## config.mk

```make
export PLATFORM = sky130hd
export DESIGN_NAME = pito_uart_hub
export DESIGN_NICKNAME = d
export VERILOG_FILES = /design/src/rtl/pito_pkg.sv /design/src/rtl/pito_sync_fifo.sv /design/src/rtl/pito_uart_hub.sv
export SDC_FILE = /design/constraint.sdc
export NUM_CORES = 1
export LEC_CHECK = 0
export CAP_MARGIN = 20
export CORE_UTILIZATION = 55
export CTS_BUF_LIST = sky130_fd_sc_hd__clkbuf_16
export CTS_CLUSTER_DIAMETER = 40
export CTS_CLUSTER_SIZE = 8
export DETAILED_ROUTE_END_ITERATION = 6
export GPL_ROUTABILITY_DRIVEN = 0
export GPL_TIMING_DRIVEN = 0
export HOLD_SLACK_MARGIN = 0.03
export PLACE_DENSITY = 0.87
export SYNTH_ARGS = -nofsm -noshare
export SYNTH_HDL_FRONTEND = slang
export SYNTH_SLANG_ARGS = --single-unit
```

## constraint.sdc

```tcl
create_clock -name clk -period 9.37 [get_ports clk]
set_clock_uncertainty 0.1 [all_clocks]
set_input_delay 1.874 -clock clk [delete_from_list [all_inputs] [get_ports clk]]
set_output_delay 1.874 -clock clk [all_outputs]
set_load 0.05 [all_outputs]
```

## src/rtl/pito_pkg.sv

```systemverilog
// Shared constants and types for the pito UART hub.
// Register map offsets, STATUS bit indices, drain FSM states.
package pito_pkg;

  localparam logic [31:0] OFF_TXDATA = 32'h0;
  localparam logic [31:0] OFF_RXDATA = 32'h4;
  localparam logic [31:0] OFF_STATUS = 32'h8;
  localparam logic [31:0] OFF_CTRL   = 32'hC;

  localparam int ST_TX_FULL  = 0;
  localparam int ST_TX_EMPTY = 1;
  localparam int ST_RX_EMPTY = 2;
  localparam int ST_RX_FULL  = 3;
  localparam int ST_TX_OVF   = 4;
  localparam int ST_RX_OVF   = 5;
  localparam int ST_BUSY     = 6;
  localparam int ST_TX_CNT   = 8;
  localparam int ST_RX_CNT   = 16;

  typedef enum logic [1:0] {
    DR_IDLE = 2'd0,
    DR_SEND = 2'd1,
    DR_HOLD = 2'd2
  } drain_e;

endpackage

```

## src/rtl/pito_sync_fifo.sv

```systemverilog
// Synchronous FIFO with show-ahead head; push on full is
// accepted only when a pop happens in the same cycle.
module pito_sync_fifo #(
  parameter int WIDTH = 8,
  parameter int DEPTH = 8
) (
  input  logic                   clk,
  input  logic                   rst,
  input  logic                   push,
  input  logic                   pop,
  input  logic [WIDTH-1:0]       wdata,
  output logic [WIDTH-1:0]       rdata,
  output logic [$clog2(DEPTH):0] count,
  output logic                   full,
  output logic                   empty
);

  localparam int AW = $clog2(DEPTH);
  localparam logic [AW:0] FULL_CNT = (AW+1)'(DEPTH);

  logic [WIDTH-1:0] mem [DEPTH];
  logic [AW-1:0]    wr_ptr;
  logic [AW-1:0]    rd_ptr;
  logic             do_push;
  logic             do_pop;

  assign full    = (count == FULL_CNT);
  assign empty   = (count == '0);
  assign do_pop  = pop && !empty;
  assign do_push = push && (!full || do_pop);
  assign rdata   = mem[rd_ptr];

  // Pointer and occupancy bookkeeping
  always_ff @(posedge clk) begin
    if (rst) begin
      wr_ptr <= '0;
      rd_ptr <= '0;
      count  <= '0;
    end else begin
      if (do_push) wr_ptr <= wr_ptr + AW'(1);
      if (do_pop)  rd_ptr <= rd_ptr + AW'(1);
      count <= count + (AW+1)'(do_push)
                     - (AW+1)'(do_pop);
    end
  end

  // Storage array, no reset needed
  always_ff @(posedge clk) begin
    if (do_push) mem[wr_ptr] <= wdata;
  end

endmodule

```

## src/rtl/pito_uart_hub.sv

```systemverilog
// Memory-mapped multi-channel UART hub: per-channel TX/RX
// FIFOs, drain FSM, STATUS/CTRL registers and level IRQs.
module pito_uart_hub
  import pito_pkg::*;
#(
  parameter int          NUM_CH     = 2,
  parameter int          FIFO_DEPTH = 8,
  parameter logic [31:0] BASE_ADDR  = 32'h8000_0000,
  parameter logic [31:0] CH_STRIDE  = 32'h10
) (
  input  logic                  clk,
  input  logic                  rst,
  input  logic                  req_i,
  input  logic                  we_i,
  input  logic [31:0]           addr_i,
  input  logic [31:0]           wdata_i,
  output logic [31:0]           rdata_o,
  output logic                  rvalid_o,
  output logic                  hit_o,
  output logic [NUM_CH-1:0]     uart_wr_o,
  output logic [NUM_CH*8-1:0]   uart_tx_data_o,
  input  logic [NUM_CH-1:0]     uart_busy_i,
  input  logic [NUM_CH*8-1:0]   uart_rx_data_i,
  input  logic [NUM_CH-1:0]     uart_valid_i,
  output logic [NUM_CH-1:0]     irq_o
);

  localparam int CW = $clog2(FIFO_DEPTH) + 1;
  localparam logic [32:0] END_ADDR =
    {1'b0, BASE_ADDR} + 33'(NUM_CH) * {1'b0, CH_STRIDE};

  logic [31:0]              off;
  logic [31:0]              ch_idx;
  logic [31:0]              reg_off;
  logic                     bus_wr;
  logic                     bus_rd;
  logic [NUM_CH-1:0][31:0]  rd_val;
  logic [31:0]              rd_mux;
  logic                     unused_wdata;

  assign hit_o   = (addr_i >= BASE_ADDR) &&
                   ({1'b0, addr_i} < END_ADDR);
  assign off     = addr_i - BASE_ADDR;
  assign ch_idx  = off / CH_STRIDE;
  assign reg_off = off % CH_STRIDE;
  assign bus_wr  = req_i && we_i && hit_o;
  assign bus_rd  = req_i && !we_i && hit_o;
  assign unused_wdata = ^wdata_i[31:8];

  for (genvar i = 0; i < NUM_CH; i++) begin : g_ch
    logic          sel;
    logic          tx_push, tx_pop, rx_pop;
    logic          st_w, ctrl_w;
    logic          tx_full, tx_empty, rx_full, rx_empty;
    logic          tx_ovf, rx_ovf;
    logic [7:0]    tx_head, rx_head, tx_q;
    logic [CW-1:0] tx_cnt, rx_cnt;
    logic [1:0]    ctrl;
    logic [31:0]   status;
    logic [31:0]   rv;
    drain_e        st, st_nx;

    assign sel     = hit_o && (ch_idx == 32'(i));
    assign tx_push = bus_wr && sel && (reg_off == OFF_TXDATA);
    assign st_w    = bus_wr && sel && (reg_off == OFF_STATUS);
    assign ctrl_w  = bus_wr && sel && (reg_off == OFF_CTRL);
    assign rx_pop  = bus_rd && sel && (reg_off == OFF_RXDATA)
                     && !rx_empty;
    assign tx_pop  = (st == DR_SEND);

    pito_sync_fifo #(.WIDTH(8), .DEPTH(FIFO_DEPTH)) u_tx (
      .clk   (clk),
      .rst   (rst),
      .push  (tx_push),
      .pop   (tx_pop),
      .wdata (wdata_i[7:0]),
      .rdata (tx_head),
      .count (tx_cnt),
      .full  (tx_full),
      .empty (tx_empty)
    );

    pito_sync_fifo #(.WIDTH(8), .DEPTH(FIFO_DEPTH)) u_rx (
      .clk   (clk),
      .rst   (rst),
      .push  (uart_valid_i[i]),
      .pop   (rx_pop),
      .wdata (uart_rx_data_i[i*8 +: 8]),
      .rdata (rx_head),
      .count (rx_cnt),
      .full  (rx_full),
      .empty (rx_empty)
    );

    // Drain FSM state register
    always_ff @(posedge clk) begin
      if (rst) st <= DR_IDLE;
      else     st <= st_nx;
    end

    // Drain FSM next-state logic
    always_comb begin
      st_nx = st;
      unique case (st)
        DR_IDLE: if (!tx_empty && !uart_busy_i[i]) st_nx = DR_SEND;
        DR_SEND: st_nx = DR_HOLD;
        DR_HOLD: if (!uart_busy_i[i]) st_nx = DR_IDLE;
        default: st_nx = DR_IDLE;
      endcase
    end

    // Latch the outgoing byte on entry to SEND so it holds afterwards
    always_ff @(posedge clk) begin
      if (rst) tx_q <= '0;
      else if (st == DR_IDLE && st_nx == DR_SEND) tx_q <= tx_head;
    end

    // Sticky overflow flags (a new overflow beats a W1C) and CTRL
    always_ff @(posedge clk) begin
      if (rst) begin
        tx_ovf <= 1'b0;
        rx_ovf <= 1'b0;
        ctrl   <= '0;
      end else begin
        if (st_w && wdata_i[ST_TX_OVF]) tx_ovf <= 1'b0;
        if (st_w && wdata_i[ST_RX_OVF]) rx_ovf <= 1'b0;
        if (tx_push && tx_full && !tx_pop) tx_ovf <= 1'b1;
        if (uart_valid_i[i] && rx_full && !rx_pop) rx_ovf <= 1'b1;
        if (ctrl_w) ctrl <= wdata_i[1:0];
      end
    end

    // STATUS word assembly
    always_comb begin
      status = '0;
      status[ST_TX_FULL]    = tx_full;
      status[ST_TX_EMPTY]   = tx_empty;
      status[ST_RX_EMPTY]   = rx_empty;
      status[ST_RX_FULL]    = rx_full;
      status[ST_TX_OVF]     = tx_ovf;
      status[ST_RX_OVF]     = rx_ovf;
      status[ST_BUSY]       = uart_busy_i[i];
      status[ST_TX_CNT +: 8] = 8'(tx_cnt);
      status[ST_RX_CNT +: 8] = 8'(rx_cnt);
    end

    // Per-channel read mux
    always_comb begin
      rv = '0;
      if (reg_off == OFF_RXDATA && !rx_empty)
        rv = {23'b0, 1'b1, rx_head};
      else if (reg_off == OFF_STATUS)
        rv = status;
      else if (reg_off == OFF_CTRL)
        rv = {30'b0, ctrl};
    end

    assign rd_val[i] = rv;
    assign uart_wr_o[i] = (st == DR_SEND) && !rst;
    assign uart_tx_data_o[i*8 +: 8] = tx_q;
    assign irq_o[i] = (ctrl[0] && !rx_empty) ||
                      (ctrl[1] && tx_empty && st == DR_IDLE);
  end

  // Channel select for read data
  always_comb begin
    rd_mux = '0;
    for (int k = 0; k < NUM_CH; k++)
      if (ch_idx == 32'(k)) rd_mux = rd_val[k];
  end

  // Registered read response, zero when idle
  always_ff @(posedge clk) begin
    if (rst) begin
      rvalid_o <= 1'b0;
      rdata_o  <= '0;
    end else begin
      rvalid_o <= bus_rd;
      rdata_o  <= bus_rd ? rd_mux : '0;
    end
  end

endmodule

```

# ---- Yosys cells after proc, flatten, opt, wreduce, memory -nomap -nowiden
# Memory sizes are Yosys's and may differ from the RTL's. A register that Yosys moved wholly into a read port is not among the register bits.
# Cells that the tools add are included.
dict set report totals {
  regBits 85
  latchBits 0
  ram_bits 256
  romBits 0
  in_bits 88
  elab_cells 184
  n_memories 4
}
# memory words width read_ports rd_ports_with_merged_regs write_ports line_no
set mem_list {}
lappend mem_list {{g_ch[0].u_rx.mem} 8 8 1 1 1 pito_sync_fifo.sv:21} ;# logic [WIDTH-1:0] mem [DEPTH];
lappend mem_list {{g_ch[0].u_tx.mem} 8 8 1 1 1 pito_sync_fifo.sv:21}
lappend mem_list {{g_ch[1].u_rx.mem} 8 8 1 1 1 pito_sync_fifo.sv:21}
lappend mem_list {{g_ch[1].u_tx.mem} 8 8 1 1 1 pito_sync_fifo.sv:21}
dict set report op_classes {
  n_addsub 17
  mul 0
  div_mod_pow 0
  order_cmp 2
  n_eq_ne 14
  n_shift 0
  mux 34
  bitwise 1
  reduce_logical 90
}
# op n
set ops {}
lappend ops {{20-bit 2-to-1 mux} 5}
lappend ops {{32-bit logical NOT} 2}
lappend ops {{1-bit logical AND} 55}
lappend ops {{32-bit greater-or-equal comparator (second input constant)} 1}
lappend ops {{32-bit < comparator (second input constant)} 1}
lappend ops {{32-bit 2-to-1 mux} 1}
lappend ops {{32-bit subtractor (second input constant)} 1}
lappend ops {{28-bit by 1-bit equality test with 1-bit output (second input constant)} 1}
lappend ops {{3-bit by 1-bit adder with 3-bit output (second input constant)} 8}
lappend ops {{4-bit equality test (second input constant)} 6}
lappend ops {{4-bit by 1-bit adder with 4-bit output} 4}
lappend ops {{1-bit logical NOT} 16}
lappend ops {{4-bit logical NOT} 4}
lappend ops {{1-bit 2-to-1 mux} 16}
lappend ops {{4-bit by 1-bit subtractor with 4-bit output} 4}
lappend ops {{2-bit 2-to-1 mux} 6}
lappend ops {{3-bit 2-to-1 mux} 4}
lappend ops {{2-bit case mux with 3 select lines} 2}
lappend ops {{2-bit by 1-bit equality test with 1-bit output (second input constant)} 4}
lappend ops {{2-bit nonzero test} 4}
lappend ops {{1-bit logical OR} 6}
lappend ops {{2-bit equality test (second input constant)} 2}
lappend ops {{4-bit by 3-bit equality test with 1-bit output (second input constant)} 1}
lappend ops {{2-bit logical NOT} 2}
lappend ops {{other kinds (2)} 2}

# ---- Longest topological paths before layout
# Gate-level depths: netlist (run 1).
dict set report depth {
  depth_word 11
  mapped_depth 13
}

# ---- Cells and area by module
# A second synthesis (run 1) with hierarchy kept.
dict set report hier_totals {
  hier_cells 983
  area_unflattened_um2 15021.9
}
# module n_inst cells_each area_each_um2
set by_module_without_submodules {}
lappend by_module_without_submodules {pito_sync_fifo 4 183 3181.8}
lappend by_module_without_submodules {pito_uart_hub 1 251 2294.7}

# ---- Worst setup path before layout (run 1)
# Ideal clock, no wire load.
dict set report synth_path {
  path_kind {input -> output}
  start {input port addr_i[26]}
  end {output port hit_o}
  arrival_time_ps 4032
  t_required_ps 7396
  setup_slack_ps 3364
  cell_stages 5
  path_cell_list {nor4b_1 -> nand4_1 -> clkbuf_1 -> clkbuf_1 -> nor3_1}
}
dict set report synth_via {
  elab_chain_cells 2
}
# item line_no
set synth_lines {}
lappend synth_lines {{start, declared} pito_uart_hub.sv:15} ;# input logic [31:0] addr_i,
lappend synth_lines {{32-bit greater-or-equal comparator / 32-bit < comparator (equally long branches)} {pito_uart_hub.sv:41, pito_uart_hub.sv:42}}
lappend synth_lines {{1-bit logical AND *} pito_uart_hub.sv:41} ;# assign hit_o = (addr_i >= BASE_ADDR) &&
lappend synth_lines {{end, declared} pito_uart_hub.sv:19} ;# output logic hit_o,
# Mark *: on every way between the ends. The rest lies on a longest branch, timed or not.

# ---- Worst setup path after layout (run 1)
dict set report layout_path {
  start {input port addr_i[29]}
  end {output port hit_o}
}
# Same word-level chain as after synthesis.

==> metrics.md, run 1 <==
| Metric | Value |
|---|---|
| Cells after synthesis | slightly above 900 |
| Met1 GRT Util | about a third |
| Routed len/inst | roughly 23 um |
| Largest net degree at the start of global routing | 19 |
| Filler instances | between 1500 and 2000 |
| Hold bufs inserted after CTS | 0 |
| DR iter-0 viols | 1074 |
| Critical path required time | 7.40 ns |
| CTS tree | built |
| CTS sink cnt | 347 |
| Die area | 26600 um^2 |
| Hold Vio Cnt, Final | 0 |
| Syn. warnings | 0 |
| GRT Util Overall | 25.8% |
| Main flop type after synthesis | edfxtp_1 |
| Register area share after synthesis | 66.7% |
| Hpwl dp | 21900 um |
| Pleak | 0.00592 uW |
| Met3 Use GR | 5.14% |
| WP buf/inv | 4 |
| Crit path cell chain | clkdlybuf4s50_1 > nor4b_1 > nand4_1 > clkbuf_1 > clkbuf_1 > nor3_1 > clkdlybuf4s50_1 |
| Minimum clock period | slightly above 7 ns |
| RSZ-0062 raised after global routing | false |
| Post-synth EDFFs | 256 |
| 1st-pass router iterations | 5 |
| First-pass GRT wire length | 50500 um |
| Io pins | 142 |
| Vias per std cell | about 6 |
| Worst Setup Start Kind | input port |
| Synthesis-to-layout area growth | 22.3% |
| Die height | 163 um |
| Vias in the first global route | 9004 |
| Initial antenna violation count | 1 |
| Root Buffer | clkbuf_16 |
| Pwr Total | 3660 uW |
| Status | finished, final reports clean |
| GR Util met2 | ~45% |
| Syn_area_per_cell | 15.6 um^2 |
| Post-Syn Area | 14300 um^2 |
| Slew margin rel. | 32.6% |
| Crit-path leading delay family | buffers and inverters |
| Crit path DAT | around 5.2 ns |
| CP Max Fanout | 10 |
| Synth cell types | 63 |
| WL final | between 30000 and 40000 um |
| Synth async-reset ratio | 0% |
| Worst-Margin Slew | 1.00 ns |
| Synthesized flop and latch total | 347 |
| # port buffers | 100 |
| Util after Layout | 68.8% |
| Gr ovfl total | 0 |
| Number of CTS-inserted buffers | between 50 and 60 |
| Row count | 58 |
| WS Path Type | input port to primary output |
| Critical path's slowest cell | clkdlybuf4s50_1 |
| Antenna Cells | 0 |
| F_max | roughly 140 MHz |
| Vias | 8834 |
| Core area | about 25000 um^2 |
| Clock Path Buffers | 3 |
| CP Capture Type | primary output |
| Setup bufs post-CTS | 0 |
| H-Tree Depth | 2 |
| Period utilization | 76.9% |
| Initial Util | 56.3% |
| Share of post-route cells with drive strength above 1 | between 10% and 20% |
| Maxcap violations | 0 |
| Hold Crit Class | flop to flop |
| Final-report max-slew violation count | 0 |
| Setup TNS | 0 ns |
| Remaining DRCs | 0 |
| Die W | roughly 160 um |
| Post-DRT Antenna Nets | 0 |
| Peak supply drop | about 0.00017 V |
| Cell Pwr Density | ~210 nW/um^2 |
| Final setup violation count | 0 |
| Clock slew at reported path FFs | 0.05 ns |
| Worst-skew pair later-pin latency | between 0.5 and 0.6 ns |
| Nets | approximately 1200 |
| Post-CTS sizing | 0 |
| GRT busiest layer | met2 |
| Slowest stage delay, CP | 0.92 ns |
final timing paths:
| kind | startpoint | end | slack, ns | cells after the start |
|---|---|---|---|---|
| worst min register to register | g_ch[0].tx_q[5]$_SDFFE_PP0P_ | g_ch[0].tx_q[5]$_SDFFE_PP0P_ | 0.40 | 2 |
| worst max-delay path | addr_i[29] | hit_o | 2.17 | 7 |
| worst max register to register | g_ch[0].u_rx.count[2]$_SDFF_PP0_ | g_ch[0].u_rx.mem[2][3]$_DFFE_PP_ | 6.09 | 9 |
| worst min-delay path | g_ch[0].tx_q[5]$_SDFFE_PP0P_ | g_ch[0].tx_q[5]$_SDFFE_PP0P_ | 0.40 | 2 |
power breakdown:
group,switching [uW],leakage [uW],internal [uW]
Combinational,148,0.00199,100
Sequential,23.5,0.00305,1700
Clock,643,0.000877,1050
cells by family after synthesis:
logic type	Yosys count	synth area share, %
muxes	106	13.1
AOI/OAI and AO/OA	93	4.62
buffers and inverters	92	2.92
DFF	347	66.7
adders and majority gates	35	3.28
and+or+nand+nor	221	8.17
xor gates and xnor gates	19	1.17
other	1	0.0263
cell type report:
type | count | area, um^2 | share of cell area (%)
sequential | 347 | 9510 | 54.6
multi-input combinational | 490 | 4420 | 25.3
clock buffer | 54 | 1350 | 7.75
timing repair buffer | 119 | 1130 | 6.47
tap | 330 | 413 | 2.37
buffer | 61 | 300 | 1.72
clock inverter | 42 | 198 | 1.13
inverter | 31 | 116 | 0.668
synth_stat cells (4+ instances only):
cell / instances / area, um^2
or3_1: 6 / 37.5
nor3b_1: 10 / 75.1
nor2b_1: 10 / 62.6
inv_1: 30 / 113
xnor2_1: 13 / 114
mux4_2: 64 / 1440
and3_1: 5 / 31.3
o21ai_0: 12 / 60.1
a21oi_1: 16 / 80.1
buf_2: 8 / 40.0
nand4_1: 4 / 25.0
nor3_1: 13 / 65.1
fa_1: 4 / 80.1
a22oi_1: 12 / 90.1
ha_1: 31 / 388
dfxtp_1: 91 / 1820
a21o_1: 4 / 30.0
buf_1: 13 / 48.8
o21a_1: 5 / 37.5
mux2i_1: 39 / 390
clkbuf_1: 23 / 86.3
buf_4: 16 / 120
edfxtp_1: 256 / 7690
nand2b_1: 12 / 75.1
o31a_1: 4 / 35.0
nand3_1: 5 / 25.0
nand3b_1: 4 / 30.0
nor4_1: 15 / 93.8
or3b_2: 4 / 35.0
nor4b_1: 5 / 43.8
nor2_1: 90 / 338
xor2_1: 6 / 52.6
nand2_1: 23 / 86.3
or4_1: 5 / 37.5
a211oi_1: 16 / 120
cells in the final DEF (no fill, tap or decap), types with 5 or more instances in the layout:
cell             Yosys  layout
edfxtp_1           256     256
clkdlybuf4s50_1      0     100
xor2_1               6       6
a21oi_1             16      16
nor2b_1             10      10
nand3_1              5       5
nor3b_1             10       8
buf_1               13      13
buf_2                8      14
and3_1               5       5
buf_4               16      29
or4_1                5       5
mux4_2              64      64
o21a_1               5       5
a22oi_1             12      12
nand2b_1            12      12
xnor2_1             13      13
or3_1                6       6
clkbuf_1            23      23
nor2_1              90      90
conb_1               1      16
o21ai_0             12      12
clkbuf_16            0      54
dfxtp_1             91      91
a211oi_1            16      16
nor3_1              13      12
mux2i_1             39      39
nor4_1              15      14
nand2_1             23      23
inv_1               30      62
ha_1                31      31
metrics by stage:
stage               area, um^2  instances  setup slack, ns  hold slack [ns]
global placement         15700       1359             2.35            0.390
CTS                      17400       1473             2.29            0.401
finish                   17400       1474             2.17            0.397
detailed placement       15900       1377             2.33            0.395
global route             17400       1474             2.10            0.434
floorplan                14300        929             3.36            0.349
routing by layer:
layer | share of wire (%) | vias to the layer above
li1 | - | 3879
met1 | 37 | 4383
met2 | 51 | 479
met3 | 8.9 | 91
met4 | 3.1 | 2
met5 | 0.039 | -
registers in the layout, summed over array words and instances, names as in the netlist, named ones only:
signal and count:
g_ch.u_tx.count 8, g_ch.u_tx.rd_ptr 6, rdata_o 16, g_ch.tx_ovf 2
g_ch.st 4, g_ch.u_tx.wr_ptr 6, g_ch.ctrl 4, g_ch.u_rx.wr_ptr 6
g_ch.u_rx.rd_ptr 6, g_ch.u_rx.mem 128, rvalid_o 1, g_ch.u_rx.count 8
g_ch.u_tx.mem 128, g_ch.rx_ovf 2, g_ch.tx_q 16
worst min-delay path, cell delays in order (launching register included):
cell,delay [ns]
dfxtp_1,0.30
nor2_1,0.09
a211oi_1,0.05
Power figures use the tool's default switching activity.
==> run 2, diff against run 1 <==
- clock period: 9.37 -> 6.8 ns (I/O delays scaled with it)
==> results of run 2 <==
Same layout as run 1 (identical final DEF). Status: finished, final reports clean.
Among the figures that moved: setup slack after placement 2.33 ns -> 0.787 ns; setup slack after layout 2.17 ns -> 0.625 ns; register-to-register setup slack 6.09 ns -> 3.52 ns; total power 3660 uW -> 5050 uW; worst IR drop on VDD 0.000169 V -> 0.000232 V
==> run 3, diff against run 2 <==
- CORE_MARGIN: not set -> 1.5
- HOLD_SLACK_MARGIN: 0.03 -> 0.02
==> metrics.md, run 3 (synthesized netlist as in run 1, its figures left out) <==
| Metric | Value |
|---|---|
| CTS sink cnt | about 350 |
| Pre-CTS setup slack | 0.776 ns |
| Core area | 25300 um^2 |
| Die W | ~160 um |
| Minimum clock period | 6.11 ns |
| Clock slew at reported path FFs | 0.05 ns |
| Worst-Margin Slew | approximately 0.95 ns |
| Commonest non-fill, non-tap cell in the layout | edfxtp_1 |
| Cells on worst reg2reg path | 7 |
| Hpwl dp | approximately 21000 um |
| Hold Crit Class | flop to flop |
| Min-Delay Path Depth | 2 |
| Synthesis-to-layout area growth | 22.2% |
| Worst Setup Start Kind | input port |
| Maxcap violations | 0 |
| Worst-skew pair later-pin latency | 0.54 ns |
| Cell Pwr Density | 288 nW/um^2 |
| CP Capture Type | primary output |
| Period utilization | between 80% and 90% |
| Pleak | 0.00592 uW |
| Setup TNS | 0 ns |
| DR iter-0 viols | 865 |
| 1st-pass router iterations | 5 |
| Vias in the first global route | between 8000 and 9000 |
| Gr ovfl total | 0 |
| Largest regs | g_ch.u_rx.mem x128, g_ch.u_tx.mem x128 |
| Io pins | 142 |
| Peak supply drop | 0.000241 V |
| Status | finished, final reports clean |
| Remaining DRCs | 0 |
| H-Tree Depth | 2 |
| Largest net degree at the start of global routing | 19 |
| WL final | 32000 um |
| Initial Util | 56.3% |
| Post-CTS sizing | 0 |
| Die height | between 150 and 200 um |
| Util after Layout | 68.8% |
| F_max | 164 MHz |
| Hold bufs inserted after CTS | 0 |
| CTS tree | built |
| GRT Util Overall | 24.6% |
| Number of CTS-inserted buffers | 52 |
| Row count | 58 |
| Root Buffer | clkbuf_16 |
| Routed len/inst | 21.7 um |
| Pwr Total | 5020 uW |
| Crit path DAT | ~4.7 ns |
| Final-report max-slew violation count | 0 |
| Vias | 8717 |
| Hold Vio Cnt, Final | 0 |
| Vias per std cell | 5.91 |
| Slew margin rel. | 36.5% |
| Hold slack | 0.394 ns |
| WS Path Type | input port to primary output |
| Setup bufs post-CTS | 0 |
| # port buffers | 100 |
| Clock Path Buffers | 3 |
| CP Max Fanout | 10 |
| Critical path required time | 5.34 ns |
| First-pass GRT wire length | 48600 um |
| Post-DRT Antenna Nets | 0 |
| Nets | 1225 |
| Antenna Cells | 0 |
| Initial antenna violation count | 0 |
| Share of post-route cells with drive strength above 1 | 16.7% |
| Final setup violation count | 0 |
| Final setup margin | 0.693 ns |
| RSZ-0062 raised after global routing | false |
| Die area | about 27000 um^2 |
| Filler instances | 1595 |
| Most frequent cells in the layout | edfxtp_1, clkdlybuf4s50_1, dfxtp_1 |
[run 3: cell count changes in the layout (fill, tap and decap cells not counted)]
cell / previous run / this run
clkbuf_2: 1 / 2
buf_4: 29 / 26
inv_6: 2 / 0
clkinv_2: 3 / 1
inv_2: 1 / 2
buf_2: 14 / 16
clkinv_4: 0 / 1
inv_1: 62 / 64
[run 3: path summary, 6_finish.rpt]
path,from,endpoint,slack [ns]
max,addr_i[21],hit_o,0.69
min,g_ch[0].tx_q[0]$_SDFFE_PP0P_,g_ch[0].tx_q[0]$_SDFFE_PP0P_,0.39
max reg2reg,g_ch[1].u_rx.count[2]$_SDFF_PP0_,g_ch[1].u_rx.mem[5][5]$_DFFE_PP_,3.65
min reg2reg,g_ch[0].tx_q[0]$_SDFFE_PP0P_,g_ch[0].tx_q[0]$_SDFFE_PP0P_,0.39
[run 3: area by class of cell]
type / instances / area, um^2 / area share (%)
flip-flops and latches: 347 / 9510 / 54.6
multi-input cells: 490 / 4420 / 25.4
clock buffers: 54 / 1350 / 7.76
repair buffers: 119 / 1120 / 6.44
well taps: 330 / 413 / 2.37
plain buffers: 61 / 300 / 1.72
clock inverters: 42 / 190 / 1.09
inverters: 31 / 116 / 0.668
[run 3: power by group]
part           internal, uW  switching (uW)
clock                  1450             868
combinational           138             198
sequential             2340            30.7
[run 3: per-layer routing]
layer	wire length (um)	vias up	track usage [%]
met1	12300	4296	31.6
met3	2800	94	4.90
met4	1130	0	10.5
li1	-	3883	-
met2	15800	444	41.1
met5	0	-	0
[run 3: critical path, stage by stage]
cell             delay, ns
clkdlybuf4s50_1       0.40
nor4_1                0.31
nand4_1               0.38
clkbuf_1              0.42
clkbuf_1              0.34
nor3_1                0.52
clkdlybuf4s50_1       0.91
[run 3: stage by stage]
step	area [um^2]	std cells
final	17400	1474
after global routing	17400	1474
after CTS	17400	1473
after detailed placement	15900	1377
after global placement	15700	1359
after floorplan	14300	929
